==> config.mk <==
export PLATFORM = sky130hd
export DESIGN_NAME = spi_regfile
export DESIGN_NICKNAME = d
export VERILOG_FILES = /design/src/rtl/spi_regfile_pkg.sv /design/src/rtl/spi_sync_edge.sv /design/src/rtl/spi_regfile.sv
export SDC_FILE = /design/constraint.sdc
export NUM_CORES = 1
export LEC_CHECK = 0
export CAP_MARGIN = 10
export CORE_MARGIN = 4
export CORE_UTILIZATION = 40
export CTS_CLUSTER_DIAMETER = 120
export DETAILED_ROUTE_END_ITERATION = 10
export MAX_ROUTING_LAYER = met4
export PLACE_DENSITY_LB_ADDON = 0.3
export SYNTH_ARGS = -nofsm -noshare
export SYNTH_HDL_FRONTEND = slang
export SYNTH_SLANG_ARGS = --single-unit
==> constraint.sdc <==
create_clock -name clk -period 2.2 [get_ports clk]
set_input_delay 0.44 -clock clk [delete_from_list [all_inputs] [get_ports clk]]
set_output_delay 0.44 -clock clk [all_outputs]
set_load 0.01 [all_outputs]
==> src/rtl/spi_regfile_pkg.sv <==
// Shared types and helpers for the SPI register file.
package spi_regfile_pkg;

    // Frame-level FSM states
    typedef enum logic [2:0] {
        ST_IDLE,
        ST_CMD,
        ST_ADDR,
        ST_WDATA,
        ST_RDATA
    } state_t;

    // Value of the leading R/W bit of a frame
    localparam logic RW_WRITE = 1'b1;
    localparam logic RW_READ  = 1'b0;

    // Width of a counter able to hold max(addr_w, data_w)
    function automatic int cnt_width(input int addr_w, input int data_w);
        int m;
        m = (addr_w > data_w) ? addr_w : data_w;
        return $clog2(m + 1);
    endfunction

endpackage

==> src/rtl/spi_sync_edge.sv <==
// Multi-flop synchroniser with a history flop and rise/fall detection.
module spi_sync_edge #(
    parameter int   STAGES  = 2,
    parameter logic RST_VAL = 1'b0
) (
    input  logic clk,
    input  logic rst_n,
    input  logic d,
    output logic sync,
    output logic rise,
    output logic fall
);

    logic [STAGES-1:0] chain_q;
    logic              hist_q;

    // Shift the pin through the synchroniser and keep one cycle of history
    always_ff @(posedge clk or negedge rst_n) begin
        if (!rst_n) begin
            chain_q <= {STAGES{RST_VAL}};
            hist_q  <= RST_VAL;
        end else begin
            chain_q <= {chain_q[STAGES-2:0], d};
            hist_q  <= chain_q[STAGES-1];
        end
    end

    assign sync = chain_q[STAGES-1];
    assign rise = sync & ~hist_q;
    assign fall = ~sync & hist_q;

endmodule

==> src/rtl/spi_regfile.sv <==
// SPI mode-0 target owning a bank of control registers; burst read/write
// with address auto-increment, words commit on their last bit.
module spi_regfile
    import spi_regfile_pkg::*;
#(
    parameter int NUM_REGS    = 5,
    parameter int DATA_W      = 8,
    parameter int ADDR_W      = 7,
    parameter int SYNC_STAGES = 2
) (
    input  logic                         clk,
    input  logic                         rst_n,
    input  logic                         sclk,
    input  logic                         copi,
    input  logic                         ncs,
    output logic                         cipo,
    output logic                         cipo_oe,
    output logic [NUM_REGS*DATA_W-1:0]   regs,
    output logic [NUM_REGS-1:0]          wr_pulse,
    output logic                         frame_err
);

    localparam int CNT_W = cnt_width(ADDR_W, DATA_W);

    logic sclk_rise, sclk_fall, sclk_lvl_unused;
    logic ncs_sync, ncs_rise, ncs_fall;
    logic copi_sync, copi_rise_unused, copi_fall_unused;

    spi_sync_edge #(.STAGES(SYNC_STAGES), .RST_VAL(1'b0)) u_sync_sclk (
        .clk(clk), .rst_n(rst_n), .d(sclk),
        .sync(sclk_lvl_unused), .rise(sclk_rise), .fall(sclk_fall)
    );

    spi_sync_edge #(.STAGES(SYNC_STAGES), .RST_VAL(1'b0)) u_sync_ncs (
        .clk(clk), .rst_n(rst_n), .d(ncs),
        .sync(ncs_sync), .rise(ncs_rise), .fall(ncs_fall)
    );

    spi_sync_edge #(.STAGES(SYNC_STAGES), .RST_VAL(1'b0)) u_sync_copi (
        .clk(clk), .rst_n(rst_n), .d(copi),
        .sync(copi_sync), .rise(copi_rise_unused), .fall(copi_fall_unused)
    );

    state_t               state_q, state_d;
    logic [CNT_W-1:0]     bit_cnt_q, bit_cnt_d;
    logic                 err_d, load_rd, word_wr;
    logic                 sample;
    logic                 rw_q;
    logic [ADDR_W-1:0]    addr_q, addr_shift, addr_plus, rd_addr;
    logic [DATA_W-1:0]    wsr_q, rsr_q, rd_word, wr_word;
    logic                 cipo_q;
    logic [DATA_W-1:0]    regs_q [NUM_REGS];
    logic [NUM_REGS-1:0]  wr_pulse_q;
    logic                 frame_err_q;

    // A chip-select release in the same cycle as an sclk rise discards the bit
    assign sample     = sclk_rise & ~ncs_rise;
    assign addr_shift = {addr_q[ADDR_W-2:0], copi_sync};
    assign addr_plus  = addr_q + ADDR_W'(1);
    assign rd_addr    = (state_q == ST_ADDR) ? addr_shift : addr_plus;
    assign wr_word    = {wsr_q[DATA_W-2:0], copi_sync};

    // Register read mux; out-of-range addresses read as zero
    always_comb begin
        rd_word = '0;
        for (int k = 0; k < NUM_REGS; k++) begin
            if (rd_addr == ADDR_W'(k)) rd_word = regs_q[k];
        end
    end

    // FSM state and bit counter register
    always_ff @(posedge clk or negedge rst_n) begin
        if (!rst_n) begin
            state_q   <= ST_IDLE;
            bit_cnt_q <= '0;
        end else begin
            state_q   <= state_d;
            bit_cnt_q <= bit_cnt_d;
        end
    end

    // Next-state logic plus per-cycle strobes for the datapath
    always_comb begin
        state_d   = state_q;
        bit_cnt_d = bit_cnt_q;
        err_d     = 1'b0;
        load_rd   = 1'b0;
        word_wr   = 1'b0;
        if (ncs_rise) begin
            state_d   = ST_IDLE;
            bit_cnt_d = '0;
            err_d     = (state_q == ST_CMD) || (state_q == ST_ADDR) ||
                        (((state_q == ST_WDATA) || (state_q == ST_RDATA)) &&
                         (bit_cnt_q != '0));
        end else begin
            case (state_q)
                ST_IDLE: begin
                    if (ncs_fall) begin
                        state_d   = ST_CMD;
                        bit_cnt_d = '0;
                    end
                end
                ST_CMD: begin
                    if (sclk_rise) state_d = ST_ADDR;
                end
                ST_ADDR: begin
                    if (sclk_rise) begin
                        if (bit_cnt_q == CNT_W'(ADDR_W - 1)) begin
                            state_d   = (rw_q == RW_WRITE) ? ST_WDATA : ST_RDATA;
                            bit_cnt_d = '0;
                            load_rd   = (rw_q == RW_READ);
                        end else begin
                            bit_cnt_d = bit_cnt_q + CNT_W'(1);
                        end
                    end
                end
                ST_WDATA, ST_RDATA: begin
                    if (sclk_rise) begin
                        if (bit_cnt_q == CNT_W'(DATA_W - 1)) begin
                            bit_cnt_d = '0;
                            word_wr   = (state_q == ST_WDATA);
                            load_rd   = (state_q == ST_RDATA);
                        end else begin
                            bit_cnt_d = bit_cnt_q + CNT_W'(1);
                        end
                    end
                end
                default: state_d = ST_IDLE;
            endcase
        end
    end

    // Shift registers, address pointer, register bank and output strobes
    always_ff @(posedge clk or negedge rst_n) begin
        if (!rst_n) begin
            rw_q        <= RW_READ;
            addr_q      <= '0;
            wsr_q       <= '0;
            rsr_q       <= '0;
            cipo_q      <= 1'b0;
            wr_pulse_q  <= '0;
            frame_err_q <= 1'b0;
            for (int k = 0; k < NUM_REGS; k++) regs_q[k] <= '0;
        end else begin
            wr_pulse_q  <= '0;
            frame_err_q <= err_d;
            if (state_q == ST_CMD && sample) rw_q <= copi_sync;
            if (state_q == ST_ADDR && sample) addr_q <= addr_shift;
            if (state_q == ST_WDATA && sample) wsr_q <= wr_word;
            if (word_wr) begin
                for (int k = 0; k < NUM_REGS; k++) begin
                    if (addr_q == ADDR_W'(k)) begin
                        regs_q[k]     <= wr_word;
                        wr_pulse_q[k] <= 1'b1;
                    end
                end
                addr_q <= addr_plus;
            end
            if (load_rd) begin
                rsr_q <= rd_word;
                if (state_q == ST_RDATA) addr_q <= addr_plus;
            end else if (state_q == ST_RDATA && sclk_fall) begin
                cipo_q <= rsr_q[DATA_W-1];
                rsr_q  <= {rsr_q[DATA_W-2:0], 1'b0};
            end
            if (state_q == ST_IDLE) cipo_q <= 1'b0;
        end
    end

    for (genvar g = 0; g < NUM_REGS; g++) begin : g_regs
        assign regs[g*DATA_W +: DATA_W] = regs_q[g];
    end

    assign cipo_oe   = (state_q == ST_RDATA) & ~ncs_sync;
    assign cipo      = cipo_oe & cipo_q;
    assign wr_pulse  = wr_pulse_q;
    assign frame_err = frame_err_q;

endmodule

-- Yosys cells after proc, flatten, opt, wreduce, memory -nomap -nowiden
Index checks and enable logic that the tools add are counted.
Widths: inputs -> output; s select.
- bits in registers: 85
- equality and inequality tests: 21
- add/subtract/negate cells: 2
- bitwise gates (word level): 13
- reduce and logical (&&, ||, !) cells: 24
- mux-type cells: 46
- operators by type and width (cell ; number):
    $mux 8 ; 7
    $mux 7 ; 5
    $eq 7x2->1 const B ; 4
    $mux 4 ; 6
    $mux 1 ; 18
    $mux 3 ; 6
    $eq 7x1->1 const B ; 2
    $eq 7x3->1 const B ; 2
    $logic_not 7->1 ; 2
    $ne 3x3->1 const B ; 4
    $pmux 3 s4 ; 1
    $pmux 4 s3 ; 1
    $reduce_and 2->1 ; 6
    $eq 4x3->1 const B ; 2
    $reduce_bool 4->1 ; 2
    $add 7x1->7 const B ; 1
    $and 1x1->1 ; 7
    $eq 3x2->1 const B ; 2
    $not 1->1 ; 6
    $logic_and 1x1->1 ; 5
    $mux 5 ; 1
    $reduce_and 5->1 ; 1
    $add 4x1->4 const B ; 1
    $reduce_and 4->1 ; 1
    10 further kinds ; 13

-- Depth between registers and ports, before layout
Gate-level depths: netlist (run 1).
- depth in word-level cells: 9
- mapped depth: 9
- gate-level depth less buffers: 8

-- By module
Synthesis (run 1) repeated with hierarchy kept, for this count alone.
- cell total of the unflattened synthesis: 404
- area total of the unflattened synthesis: 4474.3 um^2
- modules (own cells, without submodules) (module ; cells each ; times used ; area an instance (um^2) ; sequential area each (um^2)):
    spi_regfile ; 389 ; 1 ; 4204.0 ; 1926.8
    spi_sync_edge ; 5 ; 3 ; 90.1 ; 75.1

-- Worst setup path after synthesis (run 1)
No wires, ideal clock.
- path kind: reg2reg
- start point: register addr_q[0]
- end point: register rsr_q[1]
- data required time: 2.074 ns
- path buffers: 0
- cell stages (with the launch flop): 8
- slack: -0.083 ns
- data arrival time: 2.157 ns
- cell sequence: dfrtp_1 -> inv_1 -> ha_1 -> or4_1 -> a32oi_4 -> o211ai_4 -> o22ai_1 -> a21oi_1
- word-level cells in the longest chain between the ends: 9
- elaborated cells between the ends (all ways): 13
- those cells by class: add/sub: 1; eq/ne: 4; mux: 7; reduce/logical: 1
- RTL lines (item ; RTL line ; text):
    from (decl) ; spi_regfile.sv:49 ; logic [ADDR_W-1:0] addr_q, addr_shift, addr_plus, rd_addr;
    from (signal assigned) ; spi_regfile.sv:148 ; if (state_q == ST_ADDR && sample) addr_q <= addr_shift;
    from (signal assigned) ; spi_regfile.sv:157 ; addr_q <= addr_plus;
    from (signal assigned) ; spi_regfile.sv:161 ; if (state_q == ST_RDATA) addr_q <= addr_plus;
    $add 7x1->7 ; spi_regfile.sv:59 ; assign addr_plus = addr_q + ADDR_W'(1);
    $mux 7 (*) ; spi_regfile.sv:60 ; assign rd_addr = (state_q == ST_ADDR) ? addr_shift : addr_plus;
    $logic_not 7->1 ; spi_regfile.sv:67 ; if (rd_addr == ADDR_W'(k)) rd_word = regs_q[k];
    $mux 8 (4 in a row) ; spi_regfile.sv:67 ;
    $mux 8 (*) ; spi_regfile.sv:67 ;
    $mux 8 (*) ; spi_regfile.sv:159 ; if (load_rd) begin
    to (signal assigned) ; spi_regfile.sv:160 ; rsr_q <= rd_word;
    to (signal assigned) ; spi_regfile.sv:164 ; rsr_q <= {rsr_q[DATA_W-2:0], 1'b0};
    to (decl) ; spi_regfile.sv:50 ; logic [DATA_W-1:0] wsr_q, rsr_q, rd_word, wr_word;
Every way passes the cells marked *; elsewhere a longest branch is shown, timed or not.
A chain may end at the register's enable or synchronous reset.

-- Worst setup path in the final report (run 1)
- start point: register state_q[0]
- end point: register rsr_q[5]
- word-level cells in the longest chain between the ends: 9
- elaborated cells between the ends (all ways): 22
- those cells by class: eq/ne: 7; mux: 11; reduce/logical: 4
- RTL lines (item ; RTL line ; text):
    from (decl) ; spi_regfile.sv:44 ; state_t state_q, state_d;
    from (signal assigned) ; spi_regfile.sv:77 ; state_q <= state_d;
    $eq 3x2->1 ; spi_regfile.sv:60, spi_regfile.sv:96 ;
    $mux 7 ; spi_regfile.sv:60 ;
    $logic_not 7->1 ; spi_regfile.sv:67 ;
    $mux 8 (5 in a row) ; spi_regfile.sv:67 ;
    $mux 8 ; spi_regfile.sv:159 ;
Several ways; a longest one is shown, not always the timed one.

==> results.toml, run 1 <==
[yosys]
synth_cell_type_count = 71
synth-seq-area-share = 0.476
syn-num-nets = 406
synthFlopType = "dfrtp_1"
synth_area_leaders = "dfrtp_1 48%, mux2_2 14%, a21oi_1 2.5%, o21ai_0 2.4%, ha_1 2.2%"
synthesis.area_mm2 = 0.00446
yosys.area.top_type_share = 0.476
ys_warn_count = 0
synth_top_cell_by_area = "dfrtp_1"
async_reset_ff_frac = 1.00
syn_inst = 393
syn_area_per_cell_um2 = 11.4
synth-seq-cells = 85
synth_edf_count = 0

[power]
switching_share = 0.357
pwr-share-seq = 0.347
power_mw = 5.05
cellLeakagePower_nw = 2.82
power_density_mw_per_mm2 = 823
clock_power_share = 0.241
intPower_mw = 3.24
p_sw_mw = 1.80
irDropWorstVdd_mv = 0.379
p_comb_frac = 0.412

[detailed_routing]
first_pass_iters = 6
avgRoutedWirePerCell_um = 17.8
via_per_inst = 5.53
ant_nets = 0
wl_met2_mm = 5.70
routed_wl_mm = 11.7
num_vias = 3647
wl_met1_mm = 5.49
routed.top_layer = "met4"
drc = 0
dr_wl_met3_um = 437
initialDrtViolationCount = 220

[sta]
rsz0062_at_grt = "true"
skew_ns = 0.0180
whs_ns = 0.0223
setup_violations = 1
finalHoldViolCount = 0
finalWorstSetupSlack_ns = -0.0360
timing.final.crit_share = 1.02
clock.fmax_ghz = 0.447
worst_slew_pin_slew_ns = 0.517
period_minus_slack_ns = 2.24
slew_headroom = 0.656
setup_tns_ns = -0.0360
maxSlewViolCount = 0

[placement]
dp_slack_ns = -0.0568
routabilityCongestion = 0.887
dpl.hpwl_mm = 8.30
place_inst = 633
io_buffers = 52
dpl-instance-area_mm2 = 0.00566

[critical_path]
crit_fanout = 7
r2r_cells = 7
crit_required_ns = 2.45
reg2reg_to = "rsr_q[5]$_DFFE_PN0P_"
crit_arrival_ns = 2.49
path_cells = "or3b_4, or2b_4, a21oi_4, buf_4, a221oi_2, o21ai_0, a31o_2"
rrSetupSlack_ns = -0.04
critPathMaxStageDelay_ns = 0.44
start_kind = "flop"
critPathCaptureType = "flop"
r2r_start = "state_q[0]$_DFFE_PN0P_"
critical_path_class = "reg -> reg"
slowest_stage = "or3b_4"

[floorplanning]
die_area_mm2 = 0.0129
initial_core_util = 0.410
chipWidth_um = 114
rows = 38
core-area_mm2 = 0.0109
io_pins = 53
die_h_um = 114

[global_route]
first_global_vias = 3739
grt_pass1_wl_mm = 19.0
antenna_found_initial = 0
overflow = 0
grt_max_degree = 38
grtUsageTotal = 0.189

[run]
cap_violations = 0

[final_layout]
finalCoreUtilization = 0.563
area_growth_pct = 37.3
design_area_mm2 = 0.00613
fin_nets = 528
layout-drive-gt1-share = 0.392
stdcell_count = 660
antenna-diode-count = 0

[cts]
htreeDepth = 3
cts_tree = "done"
clk_pin_slew_ns = 0.10
cts_sinks = 85
cts_root_buf = "clkbuf_8"
clk_latency_ns = 0.37
cts_made_buffers = 9
clk_path_buf_depth = 2

[status]
violations = "setup timing"
status = "finished with violations"

[worst_hold_path]
hold_path.class = "in -> async"
==> state kept, by name, summed over array words and instances (netlist names) <==
signal / cells
regs: 40
rsr_q: 8
addr_q: 7
wsr_q: 7
wr_pulse: 5
bit_cnt_q: 4
state_q: 3
u_sync_copi.chain_q: 2
u_sync_ncs.chain_q: 2
u_sync_sclk.chain_q: 2
cipo_q: 1
frame_err: 1
rw_q: 1
u_sync_ncs.hist_q: 1
u_sync_sclk.hist_q: 1
==> worst max-delay path by stage <==
stage	slack, ns	endpoint	start	cells past startpoint
final	-0.04	rsr_q[5]$_DFFE_PN0P_	state_q[0]$_DFFE_PN0P_	7
after global routing	-0.11	rsr_q[5]$_DFFE_PN0P_	state_q[2]$_DFFE_PN0P_	7
after CTS	0.003	rw_q$_DFFE_PN0P_	u_sync_ncs.chain_q[1]$_DFF_PN0_	8
after detailed placement	-0.06	regs[26]$_DFFE_PN0P_	u_sync_ncs.chain_q[1]$_DFF_PN0_	8
after global placement	-0.04	rsr_q[0]$_DFFE_PN0P_	bit_cnt_q[0]$_DFFE_PN0P_	9
after floorplan	0.01	rsr_q[0]$_DFFE_PN0P_	addr_q[1]$_DFF_PN0_	9
==> layout make-up <==
type	count	area, um^2
Fill cell	953	4760
Multi-Input combinational cell	272	2320
Sequential cell	85	2130
Timing Repair Buffer	137	1250
Tap cell	140	175
Clock buffer	10	138
Clock inverter	6	77.6
Inverter	10	37.5
==> cell usage after synthesis (2+ instances only) <==
| library cell | n |
|---|---|
| dfrtp_1 | 85 |
| mux2_2 | 55 |
| a21oi_1 | 22 |
| o21ai_0 | 21 |
| nor2_1 | 18 |
| nand2_1 | 17 |
| inv_1 | 10 |
| and2_1 | 9 |
| and3_1 | 8 |
| buf_2 | 8 |
| clkbuf_1 | 8 |
| ha_1 | 8 |
| o22ai_1 | 8 |
| a211o_1 | 7 |
| a21o_1 | 6 |
| a222oi_1 | 6 |
| nor3_1 | 6 |
| buf_4 | 5 |
| nand3_1 | 5 |
| mux2i_1 | 4 |
| nand2b_1 | 4 |
| nand3b_1 | 4 |
| nor4_1 | 4 |
| or3_1 | 4 |
| buf_1 | 3 |
| or4_1 | 3 |
| a22oi_1 | 2 |
| a31o_2 | 2 |
| buf_6 | 2 |
| nor2b_1 | 2 |
| nor4_2 | 2 |
| nor4_4 | 2 |
| nor4b_1 | 2 |
| o21a_1 | 2 |
| or2_2 | 2 |
| xor2_1 | 2 |
==> worst max-delay path, delay by kind of cell, from the launching register on <==
kind	cells	cell delay (ns)
buf+inv	1	0.15
flops	1	0.43
simple gates	2	0.69
compound gates	4	0.84
==> power by group through the flow <==
stage | registers (mW) | logic, mW | clock network (mW)
4_1_cts | 1.74 | 1.85 | 1.25
5_1_grt | 1.77 | 2.28 | 1.32
3_5_place_dp | 1.78 | 1.75 | 0
3_3_place_gp | 1.77 | 1.73 | 0
2_1_floorplan | 1.76 | 1.05 | 0
6_report | 1.75 | 2.08 | 1.22
==> routing by layer <==
| metal | vias up | global-route usage |
|---|---|---|
| met1 | 1846 | 0.252 |
| met2 | 81 | 0.290 |
| met5 | - | - |
| li1 | 1705 | - |
| met3 | 15 | 0.0477 |
| met4 | 0 | 0.0457 |
==> cells by family (layout without fill, tap and decap cells) <==
family	count (synthesis)	in the layout	share of synthesized area
AOI/OAI and AO/OA	98	98	0.161
xor gates and xnor gates	3	3	0.00589
adders and majority gates	8	8	0.0224
buffers and inverters	36	163	0.0401
DFF	85	85	0.476
muxes	60	60	0.153
and+or+nand+nor	103	103	0.141
==> cells in the final DEF (no fill, tap or decap), drive strengths merged, types with 3 or more instances in the layout <==
cell and count:
a211o 7, a222oi 6, and3 8, a21o 6, nand3b 5, o21ai 22, nor2 18, nor4 8
o22ai 8, nand2 17, or3 4, and2 9, a31o 3, mux2 55, a21oi 23, nand2b 4
o21a 3, mux2i 5, or4 3, dfrtp 85, buf 87, clkbuf 10, or2 3, nor3 7
ha 8, nand3 5, inv 14, clkdlybuf4s50 49
==> what timing repair did <==
action	in CTS	in global routing
cloned	0	0
setup endpoints to repair	42	55
hold buffers	0	0
pin swaps	5	12
resized for setup	13	37
buffers inserted	7	5
Power figures use the tool's default switching activity.
==> run 2: changes to the inputs <==
CAP_MARGIN = 5   (was 10)
==> results of run 2 <==
The final DEF is identical to that of run 1; final timing and power are the same.
